[config.mk]
export PLATFORM = sky130hd
export DESIGN_NAME = mux16_rr_arbiter
export DESIGN_NICKNAME = d
export VERILOG_FILES = /design/src/rtl/mux16_rr_arbiter.sv
export SDC_FILE = /design/constraint.sdc
export NUM_CORES = 1
export LEC_CHECK = 0
export BUFFER_PORTS_ARGS = -buffer_cell sky130_fd_sc_hd__buf_4
export CAP_MARGIN = 20
export CORE_UTILIZATION = 47
export CTS_BUF_LIST = sky130_fd_sc_hd__clkbuf_8
export CTS_CLUSTER_DIAMETER = 150
export DETAILED_ROUTE_END_ITERATION = 16
export PLACE_DENSITY = 0.69
export REMOVE_ABC_BUFFERS = 1
export SLEW_MARGIN = 20
export SYNTH_ARGS = -nofsm -noshare
export SYNTH_HDL_FRONTEND = slang
export SYNTH_SLANG_ARGS = --single-unit
[constraint.sdc]
create_clock -name clk -period 4.35 [get_ports clk]
set_input_delay 0.2175 -clock clk [delete_from_list [all_inputs] [get_ports clk]]
set_output_delay 0.2175 -clock clk [all_outputs]
set_load 0.03 [all_outputs]
[src/rtl/mux16_rr_arbiter.sv]
// 16-channel round-robin arbiter feeding a registered 16:1 bit mux.
// A granted channel streams up to HOLD_MAX samples before the grant moves on.
module mux16_rr_arbiter #(
    parameter int HOLD_MAX = 8
) (
    input  logic        clk,
    input  logic        rst,
    input  logic [15:0] req,
    input  logic [15:0] di,
    input  logic        out_ready,
    output logic [15:0] gnt,
    output logic [3:0]  sel,
    output logic        y,
    output logic        out_valid,
    output logic        busy
);

    localparam logic [4:0] HOLD_LIM = 5'(HOLD_MAX);

    typedef enum logic {IDLE, XFER} state_t;

    state_t      state_q, state_d;
    logic [15:0] gnt_q, gnt_d;
    logic [3:0]  sel_q, sel_d;
    logic [3:0]  ptr_q, ptr_d;
    logic [3:0]  cnt_q, cnt_d;
    logic        y_q, y_d;
    logic        valid_q, valid_d;

    logic [15:0] req_rot;
    logic [3:0]  offset;
    logic [3:0]  winner;
    logic        handshake;
    logic        may_continue;

    // req_rot[0] is the channel at ptr, so the lowest set bit is the winner.
    for (genvar gi = 0; gi < 16; gi++) begin : g_rot
        assign req_rot[gi] = req[ptr_q + 4'(gi)];
    end

    always_comb begin
        offset = 4'd0;
        for (int i = 15; i >= 0; i--) begin
            if (req_rot[i]) begin
                offset = 4'(i);
            end
        end
    end

    assign winner       = ptr_q + offset;
    assign handshake    = valid_q & out_ready;
    assign may_continue = req[sel_q] && (({1'b0, cnt_q} + 5'd1) < HOLD_LIM);

    always_comb begin
        state_d = state_q;
        gnt_d   = gnt_q;
        sel_d   = sel_q;
        ptr_d   = ptr_q;
        cnt_d   = cnt_q;
        y_d     = y_q;
        valid_d = valid_q;
        case (state_q)
            IDLE: begin
                if (req != 16'h0000) begin
                    gnt_d   = 16'h0001 << winner;
                    sel_d   = winner;
                    y_d     = di[winner];
                    valid_d = 1'b1;
                    cnt_d   = 4'd0;
                    state_d = XFER;
                end
            end
            XFER: begin
                if (handshake) begin
                    if (may_continue) begin
                        cnt_d = cnt_q + 4'd1;
                        y_d   = di[sel_q];
                    end else begin
                        // sel and y keep their last values across the release.
                        gnt_d   = 16'h0000;
                        valid_d = 1'b0;
                        ptr_d   = sel_q + 4'd1;
                        state_d = IDLE;
                    end
                end
            end
            default: state_d = IDLE;
        endcase
    end

    always_ff @(posedge clk or posedge rst) begin
        if (rst) begin
            state_q <= IDLE;
            gnt_q   <= 16'h0000;
            sel_q   <= 4'd0;
            ptr_q   <= 4'd0;
            cnt_q   <= 4'd0;
            y_q     <= 1'b0;
            valid_q <= 1'b0;
        end else begin
            state_q <= state_d;
            gnt_q   <= gnt_d;
            sel_q   <= sel_d;
            ptr_q   <= ptr_d;
            cnt_q   <= cnt_d;
            y_q     <= y_d;
            valid_q <= valid_d;
        end
    end

    assign gnt       = gnt_q;
    assign sel       = sel_q;
    assign y         = y_q;
    assign out_valid = valid_q;
    assign busy      = (state_q == XFER);

endmodule

==> results.md, run 1 <==
* Adder-Cell Fraction of Synth Area at 4.111%
* Fraction of final layout cells with drive strength greater than 1 at 40.72%
* Resized Gates After CTS at 0
* Crit-path max cell delay at 660 ps
* Number of primary I/O pins at 58
* FMAX at 239.3 MHz
* Portion of netlist area occupied by mux cells at 37.67%
* CP cell instances: buf_6 > mux4_1 > mux4_2 > nor2_1 > nor2_1 > o311ai_1 > a21o_1 > a21oi_2 > ha_1 > and2_1 > a31oi_4 > xor2_4 > mux2i_1 > mux2_4 > a221oi_2
* Antenna diodes at 0
* Portion of synthesized cell area occupied by the leading cell type at 23.17%
* Average footprint of a synthesized cell at 11.27 um2
* Combined buffer and inverter count along the critical path at 1
* Pin count of the biggest net entering global routing at 32
* CTS root buf: sky130_fd_sc_hd__clkbuf_8
* Most numerous cell types in the synthesized netlist: sky130_fd_sc_hd__dfrtp_1, sky130_fd_sc_hd__mux4_2, sky130_fd_sc_hd__nand2_1, sky130_fd_sc_hd__nor2_1, sky130_fd_sc_hd__mux2i_1
* Post-CTS Repair Setup Buffers at 0
* Main combinational cell family by area after synthesis: multiplexers
* CTS tree: built
* Worst-case register-to-register setup slack at 170 ps
* Area overhead of the layout relative to synthesis at 22.31%
* Height of the chip at 86.40 um
* Highest net fanout along the worst path at 19
* Starting DRC count in detailed routing at 195
* Deepest level of the CTS H-tree at 2
* Net total in the final layout at 406
* Die span in x at 86.40 um
* Class of the tightest hold or removal check: in2async
* Footprint of the multi-input gates at 2462 um2
* Count of distinct cell types in the synthesized netlist at 51
* Total global-route track usage at 24.79%
* Number of global-route vias before repair at 2,873
* Top post-synthesis cells by area: sky130_fd_sc_hd__dfrtp_1, sky130_fd_sc_hd__mux4_2, sky130_fd_sc_hd__mux4_1
* Count of hold-fix buffers inserted at cts at 0
* Max-slew headroom at 33.33%
* Final core utilization at 59.95%
* Post-route clock period utilization at 96.07%
* WL final at 8.790 mm
* Residual DRC at 0
* Most common flop cell mapped by yosys: sky130_fd_sc_hd__dfrtp_1
* Post-synthesis share of cell area spent on xor and xnor gates at 6.016%
* Cell with the most instances after synthesis: sky130_fd_sc_hd__dfrtp_1
* Final period demand of the worst path at 4179 ps
* RePlAce Congestion at 0.9097
* Simple-Gate Fraction of Synth Area at 11.88%
* Count of mapped cells out of synthesis at 297
* Setup repair after global routing missed its margin: no
* Register bit total from synthesis at 31
* Fill cell instance count of the final layout at 585
* Crit start category: register
* Clock transition time at the flip-flop clock pins of the worst setup and hold paths at 70 ps
* Detailed-route via count at 2,817
* Worst path required time at 4540 ps
* Measured slew at the worst slew-check pin at 996.4 ps
* Number of nets still failing antenna checks after routing at 0
* Drt wl/cell at 19.23 um
* First drt pass iteration count at 5
* Post-DP HPWL at 6.623 mm
* Number of vias per cell after detailed routing at 6.164
* Status: completed
* Capturing element type of the critical path: register
* Number of hold violations in the final report at 0
* Proportion of synthesized chip area in sequential cells at 23.17%
* Core region area at 6832 um2
* Total standard cell area after synthesis at 3348 um2
* First-pass GRT wire length at 14.23 mm
* Sequential cell area at 775.7 um2
* Post-synth EDFFs at 0
* Gr ovfl total at 0
* Cell Rows at 30
* Crit-path most repeated cell: sky130_fd_sc_hd__nor2_1
* Number of pins with negative max-slew slack in the final report at 0
* Buffers from clock root to sink, at most at 2
* Number of sinks on the clock net at 31
* Total setup violations reported at the end of the flow at 0
* Port-buffer cells at 57
* Initial cell density of the core at 49.01%
* Warnings, synthesis at 0
* Antenna violations before repair at 0
* Skew final at 6.194 ps
* Compound-cell area share of the yosys netlist at 12.63%
* Total clock buffers created by CTS at 5
* Floorplan die area at 7465 um2
* Worst Path Arrival at 4370 ps
* Largest delay share family, worst path: multiplexers
* Cell type contributing the most total cell area after synthesis: sky130_fd_sc_hd__dfrtp_1
* Kind of critical path: reg2reg
* Latest clock arrival within the worst-skew pair at 280 ps
* Critical Path Slowest Stage Cell: sky130_fd_sc_hd__mux4_1
* Count of max-cap constraint violations at 0
* Share of flip-flops with an asynchronous set or reset after synthesis at 100.0%
==> cells in the final DEF (no fill, tap or decap), types with 3 or more instances in the layout <==
| cell type | Yosys | routed |
|---|---|---|
| sky130_fd_sc_hd__a21oi_1 | 14 | 13 |
| sky130_fd_sc_hd__mux4_1 | 11 | 9 |
| sky130_fd_sc_hd__xor2_1 | 8 | 8 |
| sky130_fd_sc_hd__a22oi_1 | 3 | 3 |
| sky130_fd_sc_hd__a32o_1 | 14 | 14 |
| sky130_fd_sc_hd__clkbuf_8 | 0 | 6 |
| sky130_fd_sc_hd__nand2_1 | 25 | 25 |
| sky130_fd_sc_hd__nand4_1 | 4 | 4 |
| sky130_fd_sc_hd__dfrtp_1 | 31 | 31 |
| sky130_fd_sc_hd__mux2_2 | 9 | 9 |
| sky130_fd_sc_hd__mux2i_1 | 18 | 16 |
| sky130_fd_sc_hd__nand3_1 | 4 | 4 |
| sky130_fd_sc_hd__buf_4 | 1 | 73 |
| sky130_fd_sc_hd__o21ai_0 | 7 | 7 |
| sky130_fd_sc_hd__nor4_1 | 7 | 7 |
| sky130_fd_sc_hd__nor2_1 | 24 | 22 |
| sky130_fd_sc_hd__xnor2_1 | 10 | 10 |
| sky130_fd_sc_hd__mux4_2 | 30 | 32 |
| sky130_fd_sc_hd__ha_1 | 11 | 10 |
| sky130_fd_sc_hd__inv_1 | 12 | 12 |
==> area by class of cell <==
type | count | share of cell area (%)
timing repair buffer | 75 | 13.93
multi-input combinational | 234 | 60.13
sequential | 31 | 18.94
clock inverter | 2 | 0.8555
clock buffer | 6 | 2.016
inverter | 13 | 1.192
tap | 96 | 2.933
==> registers in the layout, indices dropped and copies added (netlist names) <==
register / count
gnt: 16
cnt_q: 4
ptr_q: 4
sel: 4
busy: 1
out_valid: 1
y: 1
==> worst reg2reg max path, cell delays in order, from the launching register on <==
cell and delay (ps):
sky130_fd_sc_hd__dfrtp_1 370, sky130_fd_sc_hd__buf_6 230, sky130_fd_sc_hd__mux4_1 660, sky130_fd_sc_hd__mux4_2 560, sky130_fd_sc_hd__nor2_1 160, sky130_fd_sc_hd__nor2_1 60, sky130_fd_sc_hd__o311ai_1 250, sky130_fd_sc_hd__a21o_1 170
sky130_fd_sc_hd__a21oi_2 70, sky130_fd_sc_hd__ha_1 290, sky130_fd_sc_hd__and2_1 210, sky130_fd_sc_hd__a31oi_4 250, sky130_fd_sc_hd__xor2_4 200, sky130_fd_sc_hd__mux2i_1 100, sky130_fd_sc_hd__mux2_4 260, sky130_fd_sc_hd__a221oi_2 250
==> cells by family (layout without fill, tap and decap cells) <==
| family | Yosys count | count (layout) |
|---|---|---|
| fa+ha+maj | 11 | 11 |
| simple gates | 82 | 82 |
| xor+xnor | 20 | 20 |
| mux | 69 | 69 |
| flops | 31 | 31 |
| compound gates | 52 | 52 |
| buf+inv | 32 | 96 |
==> through the flow <==
stage	cells	hold slack, ps	worst slack (ps)	setup TNS (ps)	instance area (um2)
detailed placement	449	326.1	66.16	0	3929
finish	457	18.60	170.9	0	4095
CTS	457	26.06	47.98	0	4046
floorplan	278	321.0	-1056	-15870	3246
global route	457	79.70	41.52	0	4095
global placement	449	327.2	172.8	0	3929
==> routing by layer <==
layer	share of wire [%]	wire, um	global-route usage, %
met5	0	0	0
met1	41	3612	33.58
met4	1.9	169	6.515
met3	5.6	493	3.810
met2	51	4515	41.85
==> worst paths after layout <==
kind	cells past startpoint	endpoint	startpoint
max	15	y	ptr_q[0]
min	3	sel[1]	rst
max reg2reg	15	y	ptr_q[0]
min reg2reg	1	gnt[5]	gnt[5]
max in group asynchronous	3	gnt[3]	rst
min in group clk	4	cnt_q[0]	req[8]
Power of run 1 is not shown: default switching activity piles up to over one toggle a cycle in this logic, so the estimate is an artifact.
==> run 2, diff against run 1 <==
--- a/config.mk
+++ b/config.mk
@@ -5,13 +5,14 @@
 export SDC_FILE = /design/constraint.sdc
 export NUM_CORES = 1
 export LEC_CHECK = 0
+export ABC_AREA = 1
 export BUFFER_PORTS_ARGS = -buffer_cell sky130_fd_sc_hd__buf_4
 export CAP_MARGIN = 20
 export CORE_UTILIZATION = 47
 export CTS_BUF_LIST = sky130_fd_sc_hd__clkbuf_8
 export CTS_CLUSTER_DIAMETER = 150
 export DETAILED_ROUTE_END_ITERATION = 16
-export PLACE_DENSITY = 0.69
+export PLACE_DENSITY = 0.7
 export REMOVE_ABC_BUFFERS = 1
 export SLEW_MARGIN = 20
 export SYNTH_ARGS = -nofsm -noshare
==> run 2 against run 1 <==
  * Hold slack improved by 3.2 ps
  * Design area decreased by 8.9%
  * Cell count increased by 36%
  * First-iteration DRC count increased by 62%
  * Core utilization decreased by 2.2 points
  * Clock-buffer cell count decreased by 1
  * Via count increased by 25%
  * Synthesized cell count increased by 66%
  * Wire length increased by 7.1%
  * Non-clock buffer count decreased by 14
  * Maximum frequency increased by 8.0%
==> results.md, run 2 <==
* Highest net fanout along the worst path at 13 (-6)
* Latest clock arrival within the worst-skew pair at 270 ps (about the same)
* Total standard cell area after synthesis at 3201 um2 (-4.4%)
* Warnings, synthesis at 0 (unchanged)
* WL final at 9.410 mm (+7.1%)
* Number of global-route vias before repair at 3,366 (+17%)
* Port-buffer cells at 57 (unchanged)
* Count of hold-fix buffers inserted at cts at 0 (unchanged)
* Most frequent cells in the layout: sky130_fd_sc_hd__nand3_1, sky130_fd_sc_hd__nand2_1, sky130_fd_sc_hd__buf_4
* Area overhead of the layout relative to synthesis at 16.58%
* CTS tree: built
* Summed area of non-filler cells in the final layout at 3731 um2 (-8.9%)
* Count of mapped cells out of synthesis at 492 (+66%)
* Setup repair after global routing missed its margin: no
* Max-slew headroom at 51.86% (+19 points)
* Most common flop cell mapped by yosys: sky130_fd_sc_hd__dfrtp_1
* Number of vias per cell after detailed routing at 5.691 (-7.7%)
* Class of the tightest hold or removal check: in2async
* Worst Path Arrival at 4040 ps (-330 ps)
* Height of the chip at 84.52 um (-2.2%)
* Share of flip-flops with an asynchronous set or reset after synthesis at 100.0% (unchanged)
* Minimum setup slack in the final design at 480.9 ps (+310.0 ps)
* Cell with the most instances after synthesis: sky130_fd_sc_hd__nand3_1
* Worst-case setup slack after placement at 406.7 ps (+340.5 ps)
* Total setup violations reported at the end of the flow at 0 (unchanged)
* Residual DRC at 0 (unchanged)
* Fraction of final layout cells with drive strength greater than 1 at 19.49% (-21 points)
* Post-DP HPWL at 7.231 mm (+9.2%)
* Most numerous cell types in the synthesized netlist: sky130_fd_sc_hd__nand3_1, sky130_fd_sc_hd__nand2_1, sky130_fd_sc_hd__inv_1, sky130_fd_sc_hd__nor2_1, sky130_fd_sc_hd__dfrtp_1
* Post-synth EDFFs at 0 (unchanged)
* Number of nets still failing antenna checks after routing at 0 (unchanged)
* Initial cell density of the core at 49.55% (+0.54 points)
* Total placed instance area at 3649 um2 (-7.1%)
* Top post-synthesis cells by area: sky130_fd_sc_hd__dfrtp_1, sky130_fd_sc_hd__nand3_1, sky130_fd_sc_hd__nand2_1
* Crit start category: register
* Number of pins with negative max-slew slack in the final report at 0 (unchanged)
* Worst-case register-to-register setup slack at 480 ps (+310 ps)
* First drt pass iteration count at 6 (+1)
* FMAX at 258.5 MHz (+8.0%)
* Final total negative setup slack at 0 ps (unchanged)
* Buffers from clock root to sink, at most at 2 (unchanged)
* Capturing element type of the critical path: register
* Gr ovfl total at 0 (unchanged)
* RePlAce Congestion at 0.9472 (+4.1%)
* Measured slew at the worst slew-check pin at 720.3 ps (-276.1 ps)
* Number of primary I/O pins at 58 (unchanged)
* Die span in x at 84.52 um (-2.2%)
* Flip-flop count of the largest register after layout at 16 (unchanged)
* First-pass GRT wire length at 15.93 mm (+12%)
* Core region area at 6459 um2 (-5.5%)
* Pin count of the biggest net entering global routing at 32 (unchanged)
* Final period demand of the worst path at 3869 ps (-310.0 ps)
* Total global-route track usage at 27.62% (+2.8 points)
* Post-route met1 wirelength at 4.361 mm (+21%)
* Detailed-route via count at 3,534 (+25%)
* Top layer in use: met4
* Count of max-cap constraint violations at 0 (unchanged)
* Net total in the final layout at 589 (+45%)
* Status: completed
* Cell Rows at 29 (-3.3%)
* Drt wl/cell at 15.15 um (-21%)
* DR WL met2 at 4.472 mm (-0.95%)
* Most common cell after layout, fill and taps aside: sky130_fd_sc_hd__nand3_1
* Skew final at 3.987 ps (-2.206 ps)
* Deepest level of the CTS H-tree at 2 (unchanged)
* Kind of critical path: reg2reg
* Register bit total from synthesis at 31 (unchanged)
* Floorplan die area at 7144 um2 (-4.3%)
* Detailed route wirelength on metal3 at 422 um (-14%)
* Antenna diodes at 0 (unchanged)
* Average footprint of a synthesized cell at 6.505 um2 (-42%)
* CTS root buf: sky130_fd_sc_hd__clkbuf_8
* Number of sinks on the clock net at 31 (unchanged)
* RR Startpoint: ptr_q[1]
* Clock transition time at the flip-flop clock pins of the worst setup and hold paths at 60 ps (about the same)
* Antenna violations before repair at 0 (unchanged)
* Worst path required time at 4520 ps (-20 ps)
* Reg2Reg Capture Point: y
* Cell type contributing the most total cell area after synthesis: sky130_fd_sc_hd__dfrtp_1
* Starting DRC count in detailed routing at 316 (+62%)
* Portion of synthesized cell area occupied by the leading cell type at 24.24% (+1.1 points)
* Total clock buffers created by CTS at 5 (unchanged)
* Post-route clock period utilization at 88.94% (-7.1 points)
* Number of hold violations in the final report at 0 (unchanged)
* Worst Reg2Reg Path Length in Cells at 24 (+9)
* Count of distinct cell types in the synthesized netlist at 42 (-18%)
* Proportion of synthesized chip area in sequential cells at 24.24% (+1.1 points)
run 2: worst max-delay path: stages, from the launching register on:
cell and delay (ps):
sky130_fd_sc_hd__dfrtp_2 520, sky130_fd_sc_hd__inv_2 180, sky130_fd_sc_hd__ha_1 420, sky130_fd_sc_hd__inv_1 220
sky130_fd_sc_hd__nand3_1 140, sky130_fd_sc_hd__nand3_1 100, sky130_fd_sc_hd__nand2_1 70, sky130_fd_sc_hd__o21ai_1 180
sky130_fd_sc_hd__nand2_1 100, sky130_fd_sc_hd__nor2_1 110, sky130_fd_sc_hd__o211ai_1 90, sky130_fd_sc_hd__nand3b_1 90
sky130_fd_sc_hd__nand2_1 50, sky130_fd_sc_hd__a21oi_1 220, sky130_fd_sc_hd__ha_1 350, sky130_fd_sc_hd__inv_1 100
sky130_fd_sc_hd__nand4_1 150, sky130_fd_sc_hd__nand2_4 160, sky130_fd_sc_hd__inv_2 60, sky130_fd_sc_hd__nand2_1 70
sky130_fd_sc_hd__nand3_1 90, sky130_fd_sc_hd__nand3_1 110, sky130_fd_sc_hd__nand3_1 70, sky130_fd_sc_hd__nand2_1 70
sky130_fd_sc_hd__nand2_1 40
run 2: cell families after synthesis:
group           synth area share [%]
xor+xnor                       3.480
compound gates                 15.64
mux                           0.3128
simple gates                   43.59
fa+ha+maj                      4.300
buf+inv                        8.444
flops                          24.24
run 2: timing repair:
item                       in CTS  in global routing
setup endpoints to repair       0                  4
setup buffers                   0                  0
resized for setup               0                  1
run 2: worst max path at each step:
stage / slack (ps) / startpoint / cells past startpoint / to
3_3_place_gp: 500 / ptr_q[1] / 24 / y
5_1_grt: 110 / ptr_q[1] / 24 / y
2_1_floorplan: 520 / ptr_q[0] / 25 / y
4_1_cts: 390 / ptr_q[1] / 24 / y
6_report: 480 / ptr_q[1] / 24 / y
3_5_place_dp: 410 / ptr_q[1] / 24 / y
run 2: per-stage QoR:
step | hold WS, ps | instances | utilization, %
after floorplan | 321.0 | 475 | -
after global placement | 325.0 | 613 | 56.49
after detailed placement | 332.1 | 613 | 56.49
after CTS | 34.17 | 621 | 57.75
after global routing | 44.23 | 621 | 57.77
final | 21.83 | 621 | 57.77
run 2: metal layers:
layer / vias to the layer above / GRT usage (%)
met5: - / 0
met4: 0 / 6.780
met3: 12 / 2.852
met2: 115 / 44.86
met1: 1632 / 39.51
li1: 1775 / -
run 2: layout make-up:
class | instances | area (um2)
fill | 660 | 2728
multi-input combinational | 401 | 2155
sequential | 31 | 777.0
timing repair buffer | 61 | 457.9
inverter | 43 | 163.9
tap | 77 | 96.34
clock buffer | 5 | 68.82
clock inverter | 3 | 12.51
Power of run 2 is left out for the same reason.
==> run 3, diff against run 2 <==
==> constraint.sdc (replaced) <==
create_clock -name clk -period 4.35 [get_ports clk]
set_input_delay 0 -clock clk [delete_from_list [all_inputs] [get_ports clk]]
set_output_delay 0 -clock clk [all_outputs]
set_load 0.03 [all_outputs]
==> run 3 against run 2 <==
  * Global-route usage did not move
  * Non-clock buffer count rose by 1
  * Cell count up 0.16%
  * Design area grew 0.27%
  * Clock-buffer cell count unchanged
  * Register-to-register slack barely moved
  * Clock skew barely moved
  * Die area unchanged
  * Setup slack better by 6.5 ps
==> results.md, run 3 (same netlist as run 2, synthesis figures left out) <==
* Number of global-route vias before repair at 3,366 (unchanged)
* Minimum setup slack in the final design at 487.4 ps (+6.463 ps)
* Height of the chip at 84.52 um (unchanged)
* Total clock buffers created by CTS at 5 (unchanged)
* Highest net fanout along the worst path at 13 (unchanged)
* CTS tree: built
* Cell Rows at 29 (unchanged)
* Crit start category: register
* Worst Reg2Reg Path Length in Cells at 24 (unchanged)
* Port-buffer cells at 57 (unchanged)
* Antenna diodes at 0 (unchanged)
* Max-slew headroom at 51.75% (-0.11 points)
* Reg2Reg Capture Point: y
* Class of the tightest hold or removal check: in2reg
* Net total in the final layout at 590 (+0.17%)
* Total setup violations reported at the end of the flow at 0 (unchanged)
* Total global-route track usage at 27.62% (unchanged)
* Final core utilization at 57.92% (+0.16 points)
* Worst-case setup slack after placement at 406.7 ps (unchanged)
* Buffers from clock root to sink, at most at 2 (unchanged)
* Combined buffer and inverter count along the critical path at 4 (unchanged)
* Worst Path Arrival at 4030 ps (about the same)
* Residual DRC at 0 (unchanged)
* Setup repair after global routing missed its margin: no
* Final total negative setup slack at 0 ps (unchanged)
* Core region area at 6459 um2 (unchanged)
* Flip-flop count of the largest register after layout at 16 (unchanged)
* Hold Path End: busy
* Measured slew at the worst slew-check pin at 722.0 ps (+1.716 ps)
* Number of pins with negative max-slew slack in the final report at 0 (unchanged)
* RePlAce Congestion at 0.9472 (unchanged)
* Drt wl/cell at 15.05 um (-0.71%)
* Number of vias per cell after detailed routing at 5.704 (+0.23%)
* Starting DRC count in detailed routing at 348 (+10%)
* Fill cell instance count of the final layout at 659 (-0.15%)
* RR Startpoint: ptr_q[1]
* Start point of the worst min-delay path: req[3]
* Area overhead of the layout relative to synthesis at 16.89%
* Worst-case register-to-register setup slack at 490 ps (about the same)
* Post-route clock period utilization at 88.80% (-0.15 points)
* Worst path required time at 4520 ps (about the same)
* Capturing element type of the critical path: register
* Most common cell after layout, fill and taps aside: sky130_fd_sc_hd__nand3_1
* Floorplan die area at 7144 um2 (unchanged)
* CTS root buf: sky130_fd_sc_hd__clkbuf_8
* Final period demand of the worst path at 3863 ps (-6.463 ps)
* First drt pass iteration count at 5 (-1)
* Status: completed
* Largest delay share family, worst path: simple AND/OR/NAND/NOR gates
* First-pass GRT wire length at 15.93 mm (unchanged)
* Worst hold path depth at 4
* Initial cell density of the core at 49.55% (unchanged)
* Crit-path most repeated cell: sky130_fd_sc_hd__nand2_1
* Number of sinks on the clock net at 31 (unchanged)
* Count of max-cap constraint violations at 0 (unchanged)
* Die span in x at 84.52 um (unchanged)
* Skew final at 3.769 ps (-0.2181 ps)
* FMAX at 258.9 MHz (+0.17%)
* Critical Path Slowest Stage Cell: sky130_fd_sc_hd__dfrtp_2
* Pin count of the biggest net entering global routing at 32 (unchanged)
* Fraction of final layout cells with drive strength greater than 1 at 19.45% (-0.036 points)
* Crit-path max cell delay at 520 ps (about the same)
* Number of primary I/O pins at 58 (unchanged)
* Latest clock arrival within the worst-skew pair at 280 ps (about the same)
* CP cell instances: inv_2 > ha_1 > inv_1 > nand3_1 > nand3_1 > nand2_1 > o21ai_1 > nand2_1 > nor2_1 > o211ai_1 > nand3b_1 > nand2_1 > a21oi_1 > ha_1 > inv_1 > nand4_1 > nand2_4 > inv_2 > nand2_1 > nand3_1 > nand3_1 > nand3_1 > nand2_1 > nand2_1
* Kind of critical path: reg2reg
* Clock transition time at the flip-flop clock pins of the worst setup and hold paths at 60 ps (about the same)
* Deepest level of the CTS H-tree at 2 (unchanged)
* Gr ovfl total at 0 (unchanged)
* Post-DP HPWL at 7.231 mm (unchanged)
* Min Hold Slack at 184.7 ps (+162.8 ps)
* Number of nets still failing antenna checks after routing at 0 (unchanged)
* WL final at 9.358 mm (-0.55%)
* Number of hold violations in the final report at 0 (unchanged)
* Most frequent cells in the layout: sky130_fd_sc_hd__nand3_1, sky130_fd_sc_hd__nand2_1, sky130_fd_sc_hd__buf_4
* Antenna violations before repair at 0 (unchanged)
* Detailed-route via count at 3,548 (+0.40%)
==> run 3: cell types whose count changed in the layout (fill, tap and decap cells not counted), sizes merged <==
cell and delta:
dlygate4sd3 +1
==> run 3: metrics by stage <==
| stage | std cells | cell area, um2 |
|---|---|---|
| CTS | 622 | 3740 |
| finish | 622 | 3741 |
| floorplan | 475 | 3094 |
| detailed placement | 613 | 3649 |
| global route | 622 | 3741 |
| global placement | 613 | 3649 |
==> run 3: tightest hold or removal path, stage by stage <==
cell	delay (ps)
sky130_fd_sc_hd__buf_4	110
sky130_fd_sc_hd__nor4_1	50
sky130_fd_sc_hd__nand4_1	140
sky130_fd_sc_hd__o21a_1	130
==> run 3: layout make-up <==
cell class	count	area (um2)	share of cell area, %
clock buffers	5	68.82	1.839
inverters	43	163.9	4.381
clock inverters	3	12.51	0.3344
multi-input cells	401	2155	57.59
flip-flops and latches	31	777.0	20.77
well taps	77	96.34	2.575
repair buffers	62	467.9	12.51
==> run 3: repair_timing <==
item / 4_1_cts / 5_1_grt
buffers inserted: 0 / 0
gates resized for setup: 0 / 1
hold buffers: 1 / 0
endpoints found under the setup margin: 0 / 4
hold endpoints to repair: 31 / 0
==> run 3: per-layer routing <==
layer	vias up	global-route usage [%]	share of wire (%)
met3	12	2.852	5.2
met5	-	0	0
met1	1630	39.51	46
met2	128	44.86	47
met4	0	6.780	1.8
li1	1778	-	-
==> run 3: worst max-delay path by stage <==
stage / from / end / slack, ps / cells past startpoint
6_report: ptr_q[1] / y / 490 / 24
5_1_grt: ptr_q[1] / y / 110 / 24
4_1_cts: ptr_q[1] / y / 390 / 24
3_5_place_dp: ptr_q[1] / y / 410 / 24
3_3_place_gp: ptr_q[1] / y / 500 / 24
2_1_floorplan: ptr_q[0] / y / 520 / 25
Power of run 3 is left out for the same reason.
